## src/rtl/spi_slave_pkg.sv

```systemverilog
// spi_slave_pkg: shared SPI slave types and helpers.
// Used by spi_slave_fifo and spi_rx_fifo.
package spi_slave_pkg;

    typedef struct packed {
        logic cpol;
        logic cpha;
    } spi_mode_t;

    // CPOL==CPHA means the sampling edge is the rising one.
    function automatic logic sample_on_rise(
        input logic cpol,
        input logic cpha
    );
        return cpol == cpha;
    endfunction

    function automatic int bitcnt_w(input int data_w);
        return (data_w > 1) ? $clog2(data_w) : 1;
    endfunction

endpackage

```

## src/rtl/spi_rx_fifo.sv

```systemverilog
// spi_rx_fifo: first-word-fallthrough synchronous FIFO.
// Push on full is accepted when a pop happens in the same clock.
module spi_rx_fifo
    import spi_slave_pkg::*;
#(
    parameter int DATA_W = 8,
    parameter int DEPTH  = 4
) (
    input  logic              clk,
    input  logic              reset,
    input  logic              push,
    input  logic [DATA_W-1:0] wdata,
    input  logic              pop,
    output logic [DATA_W-1:0] rdata,
    output logic              full,
    output logic              empty
);

    localparam int AW = $clog2(DEPTH);

    logic [DATA_W-1:0] mem_q [DEPTH];
    logic [AW:0]       wptr_q;
    logic [AW:0]       rptr_q;
    logic              do_push;
    logic              do_pop;

    assign empty   = (wptr_q == rptr_q);
    assign full    = (wptr_q[AW] != rptr_q[AW]) &&
                     (wptr_q[AW-1:0] == rptr_q[AW-1:0]);
    assign do_pop  = pop && !empty;
    assign do_push = push && (!full || do_pop);
    assign rdata   = empty ? '0 : mem_q[rptr_q[AW-1:0]];

    always_ff @(posedge clk or posedge reset) begin
        if (reset) begin
            wptr_q <= '0;
            rptr_q <= '0;
        end else begin
            if (do_push) wptr_q <= wptr_q + 1'b1;
            if (do_pop)  rptr_q <= rptr_q + 1'b1;
        end
    end

    always_ff @(posedge clk) begin
        if (do_push) mem_q[wptr_q[AW-1:0]] <= wdata;
    end

endmodule

```

## src/rtl/spi_slave_fifo.sv

```systemverilog
// spi_slave_fifo: SPI slave, all modes, TX holding reg, RX FIFO.
// Optional word counter port under `SPI_SLAVE_WORD_CNT_EN.
module spi_slave_fifo
    import spi_slave_pkg::*;
#(
    parameter int              DATA_W   = 8,
    parameter bit              CPOL     = 1'b0,
    parameter bit              CPHA     = 1'b0,
    parameter int              RX_DEPTH = 4,
    parameter logic [DATA_W-1:0] TX_IDLE = '1,
    parameter int              SYNC_STG = 2
) (
    input  logic              clk,
    input  logic              reset,
    input  logic              sck,
    input  logic              mosi,
    input  logic              ssel_n,
    output logic              miso,
    input  logic [DATA_W-1:0] tx_data,
    input  logic              tx_valid,
    output logic              tx_ready,
    output logic [DATA_W-1:0] rx_data,
    output logic              rx_valid,
    input  logic              rx_ready,
    output logic              tx_underrun,
    output logic              rx_overrun,
    output logic              frame_err,
    output logic              busy
`ifdef SPI_SLAVE_WORD_CNT_EN
    ,
    output logic [7:0]        word_cnt
`endif
);

    localparam int BITCNT_W = bitcnt_w(DATA_W);
    localparam spi_mode_t MODE = spi_mode_t'{CPOL, CPHA};
    localparam bit RISE = sample_on_rise(MODE.cpol, MODE.cpha);
    localparam logic [BITCNT_W-1:0] LAST = BITCNT_W'(DATA_W - 1);

    logic [SYNC_STG-1:0] sck_sync_q;
    logic [SYNC_STG-1:0] mosi_sync_q;
    logic [SYNC_STG-1:0] ssel_sync_q;
    logic                sck_prev_q;
    logic                busy_prev_q;

    logic sck_s, mosi_s, busy_s;
    logic sck_rise, sck_fall;
    logic sample_ev, shift_ev;
    logic start_ev, rel_ev;
    logic word_end, load_ev;

    logic [BITCNT_W-1:0] bitcnt_q, bitcnt_d;
    logic [DATA_W-2:0]   rx_shift_q, rx_shift_d;
    logic [DATA_W-1:0]   push_word_q, push_word_d;
    logic                push_q, push_d;
    logic [DATA_W-1:0]   shifter_q, shifter_d;
    logic                skip_q, skip_d;
    logic [DATA_W-1:0]   hold_q, hold_d;
    logic                hold_full_q, hold_full_d;
    logic                underrun_q, underrun_d;
    logic                overrun_q, overrun_d;
    logic                frame_err_q, frame_err_d;

    logic fifo_full, fifo_empty, fifo_pop;

    always_ff @(posedge clk or posedge reset) begin
        if (reset) begin
            sck_sync_q  <= {SYNC_STG{CPOL}};
            mosi_sync_q <= '0;
            ssel_sync_q <= '1;
            sck_prev_q  <= CPOL;
            busy_prev_q <= 1'b0;
        end else begin
            sck_sync_q  <= {sck_sync_q[SYNC_STG-2:0], sck};
            mosi_sync_q <= {mosi_sync_q[SYNC_STG-2:0], mosi};
            ssel_sync_q <= {ssel_sync_q[SYNC_STG-2:0], ssel_n};
            sck_prev_q  <= sck_s;
            busy_prev_q <= busy_s;
        end
    end

    assign sck_s  = sck_sync_q[SYNC_STG-1];
    assign mosi_s = mosi_sync_q[SYNC_STG-1];
    assign busy_s = ~ssel_sync_q[SYNC_STG-1];

    assign sck_rise  = sck_s & ~sck_prev_q;
    assign sck_fall  = ~sck_s & sck_prev_q;
    assign sample_ev = busy_s & (RISE ? sck_rise : sck_fall);
    assign shift_ev  = busy_s & (RISE ? sck_fall : sck_rise);
    assign start_ev  = busy_s & ~busy_prev_q;
    assign rel_ev    = ~busy_s & busy_prev_q;
    assign word_end  = sample_ev && (bitcnt_q == LAST);
    assign load_ev   = CPHA ? (shift_ev && (bitcnt_q == '0))
                            : (start_ev || word_end);

    always_comb begin
        bitcnt_d    = bitcnt_q;
        rx_shift_d  = rx_shift_q;
        push_d      = 1'b0;
        push_word_d = push_word_q;
        shifter_d   = shifter_q;
        skip_d      = skip_q;
        hold_d      = hold_q;
        hold_full_d = hold_full_q;
        underrun_d  = 1'b0;
        frame_err_d = 1'b0;
        if (rel_ev) begin
            bitcnt_d    = '0;
            rx_shift_d  = '0;
            shifter_d   = '0;
            skip_d      = 1'b0;
            frame_err_d = (bitcnt_q != '0);
        end else begin
            if (sample_ev) begin
                rx_shift_d = {rx_shift_q[DATA_W-3:0], mosi_s};
                bitcnt_d   = word_end ? '0
                                      : bitcnt_q + BITCNT_W'(1);
                if (word_end) begin
                    push_d      = 1'b1;
                    push_word_d = {rx_shift_q, mosi_s};
                end
            end
            if (load_ev) begin
                if (hold_full_q) begin
                    shifter_d   = hold_q;
                    hold_full_d = 1'b0;
                end else begin
                    shifter_d  = TX_IDLE;
                    underrun_d = 1'b1;
                end
                // A CPHA=0 word-end load must survive the next shift edge.
                skip_d = !CPHA && word_end;
            end else if (shift_ev) begin
                if (skip_q) skip_d = 1'b0;
                else        shifter_d = shifter_q << 1;
            end
        end
        if (tx_valid && !hold_full_q) begin
            hold_d      = tx_data;
            hold_full_d = 1'b1;
        end
    end

    assign fifo_pop  = rx_ready && !fifo_empty;
    assign overrun_d = push_q && fifo_full && !fifo_pop;

    always_ff @(posedge clk or posedge reset) begin
        if (reset) begin
            bitcnt_q    <= '0;
            rx_shift_q  <= '0;
            push_q      <= 1'b0;
            push_word_q <= '0;
            shifter_q   <= '0;
            skip_q      <= 1'b0;
            hold_q      <= '0;
            hold_full_q <= 1'b0;
            underrun_q  <= 1'b0;
            overrun_q   <= 1'b0;
            frame_err_q <= 1'b0;
        end else begin
            bitcnt_q    <= bitcnt_d;
            rx_shift_q  <= rx_shift_d;
            push_q      <= push_d;
            push_word_q <= push_word_d;
            shifter_q   <= shifter_d;
            skip_q      <= skip_d;
            hold_q      <= hold_d;
            hold_full_q <= hold_full_d;
            underrun_q  <= underrun_d;
            overrun_q   <= overrun_d;
            frame_err_q <= frame_err_d;
        end
    end

    spi_rx_fifo #(
        .DATA_W (DATA_W),
        .DEPTH  (RX_DEPTH)
    ) u_rx_fifo (
        .clk   (clk),
        .reset (reset),
        .push  (push_q),
        .wdata (push_word_q),
        .pop   (fifo_pop),
        .rdata (rx_data),
        .full  (fifo_full),
        .empty (fifo_empty)
    );

    assign miso        = busy_s ? shifter_q[DATA_W-1] : 1'b0;
    assign busy        = busy_s;
    assign tx_ready    = ~hold_full_q;
    assign rx_valid    = ~fifo_empty;
    assign tx_underrun = underrun_q;
    assign rx_overrun  = overrun_q;
    assign frame_err   = frame_err_q;

`ifdef SPI_SLAVE_WORD_CNT_EN
    logic [7:0] word_cnt_q;

    always_ff @(posedge clk or posedge reset) begin
        if (reset) begin
            word_cnt_q <= '0;
        end else if (start_ev) begin
            word_cnt_q <= '0;
        end else if (word_end && word_cnt_q != 8'hFF) begin
            word_cnt_q <= word_cnt_q + 8'd1;
        end
    end

    assign word_cnt = word_cnt_q;
`endif

endmodule
```

## config.mk

```make
export PLATFORM = sky130hd
export DESIGN_NAME = spi_slave_fifo
export DESIGN_NICKNAME = d
export VERILOG_FILES = /design/src/rtl/spi_slave_pkg.sv /design/src/rtl/spi_rx_fifo.sv /design/src/rtl/spi_slave_fifo.sv
export SDC_FILE = /design/constraint.sdc
export NUM_CORES = 1
export LEC_CHECK = 0
export BUFFER_PORTS_ARGS = -buffer_cell sky130_fd_sc_hd__buf_2
export CAP_MARGIN = 0
export CORE_AREA = 2 2 78 80
export CTS_BUF_LIST = sky130_fd_sc_hd__clkbuf_8
export DETAILED_ROUTE_END_ITERATION = 10
export DIE_AREA = 0 0 80 82
export HOLD_SLACK_MARGIN = 0.12
export PLACE_DENSITY_LB_ADDON = 0.1
export SLEW_MARGIN = 10
export SYNTH_ARGS = -nofsm -noshare
export SYNTH_HDL_FRONTEND = slang
export SYNTH_HIERARCHICAL = 1
export SYNTH_SLANG_ARGS = --single-unit
```

## constraint.sdc

```tcl
create_clock -name clk -period 3.65 [get_ports clk]
set_input_delay 0.365 -clock clk [delete_from_list [all_inputs] [get_ports clk]]
set_output_delay 0.365 -clock clk [all_outputs]
set_load 0.01 [all_outputs]
```

==> results.json <==
{
  "drt_pass1_iterations": 4,
  "ys_ff_latch": 86,
  "p_comb_frac": 0.066,
  "status": "completed",
  "slew_violations": 0,
  "coreArea_um2": 5750,
  "htree_levels": 3,
  "drive_above_1_share": 0.306,
  "setup_tns_ns": 0,
  "drt-total-wl_um": 6130,
  "power_density_nw_per_um2": 441,
  "yosysWarnings": 6,
  "io_pins": 30,
  "p_switching_mw": 0.425,
  "worst_path_largest_cell_delay_ns": 0.71,
  "fin_cells": 359,
  "critPathTopFamily": "simple AND/OR/NAND/NOR gates",
  "io_buffers": 29,
  "crit_chain": "xor2_4 > nor3_2 > nor2b_1 > or4_4 > and3_1",
  "critical_path_required_ns": 3.71,
  "insertion_delay_ns": 0.35,
  "drc": 0,
  "tightest_slew_ns": 1.04,
  "cpMaxStageDelayCell": "dfrtp_1",
  "rows": 28,
  "numCtsBuffers": 9,
  "via_count": 2019,
  "fillers": 394,
  "chipHeight_um": 82,
  "layout.nets": 302,
  "synthFlopType": "dfrtp_1",
  "p_int_mw": 1.35,
  "critPathLaunch": "u_rx_fifo/rptr_q[1]",
  "grt_overflow_total": 0,
  "clock-sinks": 86,
  "switching_share": 0.239,
  "cts_tree": "done",
  "hold_path.class": "input pin to flip-flop",
  "dieArea_um2": 6560,
  "p_leak_nw": 1.78,
  "synth_fp_nets": 264,
  "critical_path_buf_inv_count": 0,
  "fmax_mhz": 342,
  "syn_to_final_growth_pct": 11.4,
  "grt_max_degree": 49,
  "cp_max_fo": 11,
  "hold_viol_final": 0,
  "seqPwrFrac": 0.606,
  "clkPwrFrac": 0.328,
  "grt_first_pass_wirelength_um": 9940,
  "grt_pass1_vias": 1979,
  "synth_cell_type_count": 46,
  "peakVddDrop_mv": 0.484,
  "crit_path_end_kind": "flip-flop",
  "timing.rr.start": "u_rx_fifo/rptr_q[1]",
  "start_util": 0.630,
  "start_kind": "flip-flop",
  "die_x_um": 80,
  "root_buffer": "clkbuf_8",
  "drt_iter0_drc": 154,
  "crit_type": "flip-flop to flip-flop",
  "n_antenna_cell": 0,
  "ys_seq_area_frac": 0.639,
  "dp_cells": 339,
  "skew_ns": 0.0137,
  "antenna_found_initial": 0,
  "rsz0062_at_grt": "no",
  "synth_cells": 241,
  "antenna_left": 0,
  "hpwl_um": 4200,
  "async_reset_ff_frac": 0.628,
  "synth.avg_cell_area_um2": 15.0,
  "period_share": 0.802,
  "setup_viol": 0,
  "crit_arrival_ns": 2.99,
  "relSlewSlack": 0.302,
  "grt_usage": 0.210,
  "synthesis.area_um2": 3620,
  "cts_max_path_buffers": 2,
  "cts.reportedPaths.clkPinSlew_ns": 0.08,
  "min_from": "tx_valid",
  "place.gp.congestion": 0.770,
  "via_per_inst": 5.62,
  "wl_per_cell_um": 17.1,
  "synth_edf_count": 32,
  "finalWorstPathRequiredPeriod_ns": 2.93,
  "cap_violations": 0,
  "post-cts-setup-buffers": 0
}
worst paths after layout:
kind | slack (ns) | to | depth (start not counted)
max | 0.72 | u_rx_fifo/mem_q[2][5] | 5
min | 0.23 | hold_full_q | 2
max reg2reg | 0.72 | u_rx_fifo/mem_q[2][5] | 5
min reg2reg | 0.36 | sck_sync_q[1] | 0
max in group asynchronous | 2.26 | busy_prev_q | 3
min in group asynchronous | 0.49 | u_rx_fifo/wptr_q[0] | 3
layout make-up:
class / count / area, µm² / area share
clock buffer: 9 / 124 / 0.0307
clock inverter: 7 / 47.5 / 0.0118
inverter: 14 / 52.6 / 0.0130
multi-input combinational: 134 / 1210 / 0.300
sequential: 86 / 2310 / 0.574
tap: 75 / 93.8 / 0.0233
timing repair buffer: 34 / 193 / 0.0478
state kept, by name (all words and copies together), names as in the netlist:
register	flops
u_rx_fifo/mem_q	32
hold_q	8
push_word_q	8
shifter_q	8
rx_shift_q	7
bitcnt_q	3
u_rx_fifo/rptr_q	3
u_rx_fifo/wptr_q	3
mosi_sync_q	2
sck_sync_q	2
ssel_sync_q	2
busy_prev_q	1
frame_err	1
hold_full_q	1
push_q	1
rx_overrun	1
sck_prev_q	1
skip_q	1
tx_underrun	1
logic make-up (layout without fill, tap and decap cells):
group | after synthesis | after routing | synth area share
flops | 86 | 86 | 0.639
simple gates | 55 | 55 | 0.0857
compound gates | 37 | 37 | 0.0867
mux | 26 | 26 | 0.106
buf+inv | 21 | 64 | 0.0287
fa+ha+maj | 8 | 8 | 0.0276
xor+xnor | 8 | 8 | 0.0266
through the flow:
step                      setup slack [ns]  power, mW  cell area [µm²]  utilization  hold WS [ns]
after CTS                            0.705       1.79             4030        0.702         0.230
after global routing                 0.543       1.85             4030        0.702         0.241
after floorplan                       1.16       1.18             3620            -         0.156
after detailed placement             0.726       1.21             3820        0.665         0.309
final                                0.722       1.78             4030        0.702         0.235
after global placement               0.830       1.21             3820        0.665         0.308
power groups by stage:
stage               sequential, mW  clock [mW]  combinational (mW)
global route                  1.09       0.631               0.132
CTS                           1.08       0.590               0.119
detailed placement            1.10           0               0.115
finish                        1.08       0.584               0.117
global placement              1.10           0               0.110
floorplan                     1.09           0              0.0883
repair_timing:
item                                   4_1_cts  5_1_grt
hold buffers                                 4        0
setup endpoints to repair                    0        0
gates resized for setup                      0        0
endpoints found under the hold margin        9        0
layer usage:
| layer | GRT usage | up-vias | routed length [µm] | share of wire |
|---|---|---|---|---|
| li1 | - | 969 | - | - |
| met1 | 0.277 | 1000 | 2720 | 0.44 |
| met2 | 0.350 | 41 | 3160 | 0.52 |
| met3 | 0.0330 | 9 | 133 | 0.022 |
| met4 | 0.0915 | 0 | 113 | 0.018 |
| met5 | 0 | - | 0 | 0 |
synth_stat cells, types with 5 or more instances:
cell type / instances / area share
mux4_2: 8 / 0.050
ha_1: 8 / 0.028
o21ai_0: 8 / 0.011
edfxtp_1: 32 / 0.27
nand2_1: 18 / 0.019
mux2_2: 16 / 0.050
nor2b_1: 12 / 0.021
and3_1: 6 / 0.010
xnor2_1: 5 / 0.012
dfrtp_1: 52 / 0.36
inv_1: 14 / 0.015
layout by cell type, fill, tap and decap left out, types with 2 or more instances in the layout:
cell and instances:
dfrtp_1 52, edfxtp_1 32, buf_2 29, nand2_1 18, mux2_2 16, inv_1 13
nor2b_1 12, clkbuf_8 9, o21ai_0 8, ha_1 8, mux4_2 8, and3_1 6
xnor2_1 5, o31ai_1 4, nor2_1 4, dlygate4sd3_1 4, o31a_1 3, o221a_1 3
o221a_2 3, a221o_1 3, clkinv_2 3, nor3b_2 2, nand2b_1 2, nand3b_1 2
and2_1 2, nor3_1 2, o32ai_1 2, a211oi_1 2, clkinvlp_4 2, inv_6 2
dfstp_2 2, mux2_1 2, o41ai_2 2
(Power assumes the default switching activity.)
